==> config.mk <==
export PLATFORM = sky130hd
export DESIGN_NAME = imm_gen_pipe
export DESIGN_NICKNAME = d
export VERILOG_FILES = /design/src/rtl/imm_gen_pipe.sv
export SDC_FILE = /design/constraint.sdc
export NUM_CORES = 1
export LEC_CHECK = 0
export BUFFER_PORTS_ARGS = -buffer_cell sky130_fd_sc_hd__buf_2
export CELL_PAD_IN_SITES_DETAIL_PLACEMENT = 1
export CELL_PAD_IN_SITES_GLOBAL_PLACEMENT = 2
export CORE_MARGIN = 10
export CORE_UTILIZATION = 29
export DETAILED_ROUTE_END_ITERATION = 7
export HOLD_SLACK_MARGIN = 0.1
export PLACE_DENSITY = 0.79
export SLEW_MARGIN = 20
export SYNTH_ARGS = -nofsm -noshare
export SYNTH_HDL_FRONTEND = slang
export SYNTH_SLANG_ARGS = --single-unit
export TNS_END_PERCENT = 1
==> constraint.sdc <==
create_clock -name clk -period 1.74 [get_ports clk]
set_input_delay 0.174 -clock clk [delete_from_list [all_inputs] [get_ports clk]]
set_output_delay 0.174 -clock clk [all_outputs]
set_load 0.01 [all_outputs]
==> src/rtl/imm_gen_pipe.sv <==
// Pipelined RISC-V immediate generator with valid/ready handshake on both sides.
// Define IMM_GEN_PIPE_SKID_EN for a 2-entry skid buffer with registered in_ready.
module imm_gen_pipe #(
  parameter int XLEN  = 32,
  parameter int TAG_W = 5
) (
  input  logic             clk,
  input  logic             reset,
  input  logic             flush,
  input  logic             in_valid,
  output logic             in_ready,
  input  logic [24:0]      in_instr,
  input  logic [2:0]       in_immsrc,
  input  logic [TAG_W-1:0] in_tag,
  output logic             out_valid,
  input  logic             out_ready,
  output logic [XLEN-1:0]  out_imm,
  output logic             out_err,
  output logic [TAG_W-1:0] out_tag
);

  // in_instr holds instruction bits [31:7], so instruction bit k is ins[k-7].
  function automatic logic [XLEN-1:0] gen_imm(input logic [24:0] ins, input logic [2:0] src);
    logic [63:0] r;
    r = 64'h0;
    case (src)
      3'b000:  r = {{52{ins[24]}}, ins[24:13]};
      3'b001:  r = {{52{ins[24]}}, ins[24:18], ins[4:0]};
      3'b010:  r = {{51{ins[24]}}, ins[24], ins[0], ins[23:18], ins[4:1], 1'b0};
      3'b011:  r = {{43{ins[24]}}, ins[24], ins[12:5], ins[13], ins[23:14], 1'b0};
      3'b100:  r = {{32{ins[24]}}, ins[24:5], 12'h000};
      3'b101:  r = (XLEN == 64) ? {58'h0, ins[18:13]} : {59'h0, ins[17:13]};
      3'b110:  r = {59'h0, ins[12:8]};
      default: r = 64'h0;
    endcase
    return r[XLEN-1:0];
  endfunction

  function automatic logic gen_err(input logic [2:0] src);
    return (src == 3'b111);
  endfunction

  logic [XLEN-1:0]  in_imm_s;
  logic             in_err_s;
  logic             in_xfer_s;
  logic             out_xfer_s;
  logic             out_valid_r;
  logic [XLEN-1:0]  out_imm_r;
  logic             out_err_r;
  logic [TAG_W-1:0] out_tag_r;

  assign in_imm_s   = gen_imm(in_instr, in_immsrc);
  assign in_err_s   = gen_err(in_immsrc);
  assign in_xfer_s  = in_valid && in_ready;
  assign out_xfer_s = out_valid_r && out_ready;
  assign out_valid  = out_valid_r;
  assign out_imm    = out_imm_r;
  assign out_err    = out_err_r;
  assign out_tag    = out_tag_r;

`ifdef IMM_GEN_PIPE_SKID_EN
  localparam logic [1:0] ST_EMPTY = 2'b00;
  localparam logic [1:0] ST_ONE   = 2'b01;
  localparam logic [1:0] ST_TWO   = 2'b10;

  logic [1:0]       state_r;
  logic [1:0]       state_nxt_s;
  logic             in_ready_r;
  logic [XLEN-1:0]  skid_imm_r;
  logic             skid_err_r;
  logic [TAG_W-1:0] skid_tag_r;

  assign in_ready = in_ready_r && !flush;

  // Occupancy next-state.
  always_comb begin
    state_nxt_s = state_r;
    if (flush) begin
      state_nxt_s = ST_EMPTY;
    end else begin
      case (state_r)
        ST_EMPTY: state_nxt_s = in_xfer_s ? ST_ONE : ST_EMPTY;
        ST_ONE: begin
          if (in_xfer_s && !out_xfer_s) begin
            state_nxt_s = ST_TWO;
          end else if (!in_xfer_s && out_xfer_s) begin
            state_nxt_s = ST_EMPTY;
          end else begin
            state_nxt_s = ST_ONE;
          end
        end
        ST_TWO:   state_nxt_s = out_xfer_s ? ST_ONE : ST_TWO;
        default:  state_nxt_s = ST_EMPTY;
      endcase
    end
  end

  // Head and skid registers; the skid slot only fills when the head is stalled.
  always_ff @(posedge clk or posedge reset) begin
    if (reset) begin
      state_r     <= ST_EMPTY;
      in_ready_r  <= 1'b1;
      out_valid_r <= 1'b0;
      out_imm_r   <= '0;
      out_err_r   <= 1'b0;
      out_tag_r   <= '0;
      skid_imm_r  <= '0;
      skid_err_r  <= 1'b0;
      skid_tag_r  <= '0;
    end else begin
      state_r     <= state_nxt_s;
      in_ready_r  <= (state_nxt_s != ST_TWO);
      out_valid_r <= (state_nxt_s != ST_EMPTY);
      if (!flush) begin
        if (state_r == ST_TWO && out_xfer_s) begin
          out_imm_r <= skid_imm_r;
          out_err_r <= skid_err_r;
          out_tag_r <= skid_tag_r;
        end else if (in_xfer_s && (state_r == ST_EMPTY || out_xfer_s)) begin
          out_imm_r <= in_imm_s;
          out_err_r <= in_err_s;
          out_tag_r <= in_tag;
        end
        if (in_xfer_s && state_r == ST_ONE && !out_xfer_s) begin
          skid_imm_r <= in_imm_s;
          skid_err_r <= in_err_s;
          skid_tag_r <= in_tag;
        end
      end
    end
  end
`else
  assign in_ready = !flush && (!out_valid_r || out_ready);

  // Single output register.
  always_ff @(posedge clk or posedge reset) begin
    if (reset) begin
      out_valid_r <= 1'b0;
      out_imm_r   <= '0;
      out_err_r   <= 1'b0;
      out_tag_r   <= '0;
    end else if (flush) begin
      out_valid_r <= 1'b0;
    end else if (in_xfer_s) begin
      out_valid_r <= 1'b1;
      out_imm_r   <= in_imm_s;
      out_err_r   <= in_err_s;
      out_tag_r   <= in_tag;
    end else if (out_xfer_s) begin
      out_valid_r <= 1'b0;
    end
  end
`endif

endmodule

==> impl_metrics.yaml <==
run_status:
  status: "finished clean"
worst_hold_path:
  hold_path.class: "input port to register"
floorplan:
  die_h_um: 104
  num_rows: 30
  core-area_um2: 6830
  die-area_um2: 10800
  num_io_pins: 78
  dieWidth_um: 104
  start_util: 0.299
sta:
  slew_violations: 0
  grt_setup_unrepaired: "false"
  fin_crit_sh: 0.920
  fin_skew_ns: 0.00517
  fin_tns_setup_ns: 0
  slew_headroom: 0.418
  setup_violations: 0
  min_period_ns: 1.60
  hold_viol: 0
  tightest_slew_ns: 0.872
  max_freq_ghz: 0.625
final_layout:
  final_core_util: 0.386
  fill_cells: 824
  finalInstanceArea_um2: 2640
  area.growth.synth_to_final_pct: 29.3
  final_layout_size_suffix_gt1_frac: 0.407
  multi_input_area_um2: 966
  regArea_um2: 976
  n_antenna_cell: 0
  finalNetCount: 312
placement:
  dpl_cell_area_um2: 2520
  gp_congestion: 0.717
  port_buffers: 77
  dp_hpwl_um: 5080
detailed_routing:
  wl_per_cell_um: 18.8
  drc: 0
  first_iter_violations: 91
  antenna_left: 0
  via_per_inst: 5.13
  dr.pass1.iters: 4
  finalWirelength_um: 6980
  via_count: 1903
clock_network:
  cts_buffers: 5
  ctsLongestPathBuffers: 2
  path_clk_slew_ns: 0.07
  htreeDepth: 2
  root_buffer: "clkbuf_8"
  cts_tree: "built"
  post-cts-setup-buffers: 0
  cts_sinks: 39
  insertion_delay_ns: 0.29
synth:
  synthAdderAreaFrac: 0
  synth_compound_area_frac: 0.288
  yosysTopAreaCell: "dfrtp_1"
  yosys.area_share.simple: 0.115
  muxShareOfSynthArea: 0.0583
  yosysWarningCount: 0
  synth_area_um2: 2040
  synth.distinct_cells: 29
  syn_inst: 199
  netlist_top_cells_count: "o21ai_0, dfrtp_1, a21oi_1"
  synth_nets: 237
  yosys.area.top_type_share: 0.479
  synth_edf_count: 0
  postSynth.asyncResetShare: 1.00
  synth-main-ff-cell: "dfrtp_1"
  synth_xor_area_frac: 0.00798
  synth_area_leaders: "dfrtp_1, o21ai_0, a221o_1"
  syn_avg_cell_area_um2: 10.2
  ys_seq_elements: 39
  yosysMostFrequentCell: "o21ai_0"
  synth_top_family_by_area: "compound AO/OA/AOI/OAI gates"
  yosysSeqAreaShare: 0.479
critical_path:
  worstPathRequired_ns: 1.97
  critPathKind: "input port to register"
  cp_max_fo: 12
  endpoint_kind: "register"
  cp-start-kind: "input port"
  worst_ep_arrival_time_ns: 1.83
global_routing:
  grt_max_degree: 26
  grt_usage: 0.127
  grt_pass1_vias: 2099
  antenna_found_initial: 0
  gr-total-overflow: 0
  grt_pass1_wl_um: 11400
power:
  vdd_ir_drop_max_uv: 367
  power.total_mw: 2.32
  leakage_nw: 1.20
  power.density_nw_per_um2: 878
run:
  drv_cap: 0
[worst paths after layout]
| path | startpoint | endpoint | slack [ns] | cells after the start |
|---|---|---|---|---|
| setup reg to reg | out_valid | out_imm[15] | 0.39 | 3 |
| hold / removal | in_tag[3] | out_tag[3] | 0.11 | 2 |
| hold reg to reg | out_imm[11] | out_imm[11] | 0.50 | 1 |
| setup / recovery | flush | out_imm[15] | 0.14 | 5 |
| min in group asynchronous | reset | out_imm[7] | 0.43 | 3 |
| max in group asynchronous | reset | out_imm[4] | 0.81 | 4 |
[cell families after synthesis]
| logic type | Yosys count |
|---|---|
| XOR/XNOR | 1 |
| AO/OA/AOI/OAI | 91 |
| AND/OR/NAND/NOR | 36 |
| flip-flops | 39 |
| multiplexers | 11 |
| buffers and inverters | 21 |
[power by group]
| part | switching [mW] | total [mW] | internal, mW |
|---|---|---|---|
| logic | 0.332 | 0.598 | 0.267 |
| registers | 0.0683 | 1.10 | 1.04 |
| clock network | 0.331 | 0.613 | 0.282 |
[what timing repair did]
action                     in CTS  in global routing
hold buffers                    2                  0
hold endpoints to repair       17                  0
resized for setup               1                  2
setup endpoints to repair       1                 17
[cell usage in the layout (no fill, tap or decap), types with 8 or more instances in the layout]
cell type	instances
buf_2	77
o21ai_0	42
dfrtp_1	39
a21oi_1	14
nand2b_1	8
a31o_2	8
nand3b_1	8
a2111oi_0	8
a221o_1	8
[layout make-up]
type                    count  area share
clock buffers               7      0.0290
well taps                  96      0.0456
repair buffers             88       0.186
multi-input cells         139       0.366
inverters                   1     0.00142
flip-flops and latches     39       0.370
clock inverters             1     0.00190
[routing by layer]
metal	wire length, um	track usage	vias up
li1	-	-	905
met1	3300	0.168	933
met2	3090	0.185	58
met3	526	0.0533	7
met4	59	0.0348	0
met5	0	0	-
[critical path: stages]
cell and delay (ns):
dlygate4sd3_1 0.53, buf_2 0.14, nand2b_2 0.27, nor3_2 0.47
a221o_1 0.24
[through the flow]
step           std cells  worst slack (ns)  hold slack [ns]
2_1_floorplan        199             0.268            0.240
3_3_place_gp         361             0.263            0.220
6_report             371             0.140            0.113
3_5_place_dp         361             0.263            0.225
4_1_cts              371            0.0637            0.110
5_1_grt              371            0.0373            0.103
[flip-flops by register name (all words and copies together), names as in the netlist]
signal	cells
out_imm	32
out_valid	1
out_err	1
out_tag	5
Power figures use the tool's default switching activity.
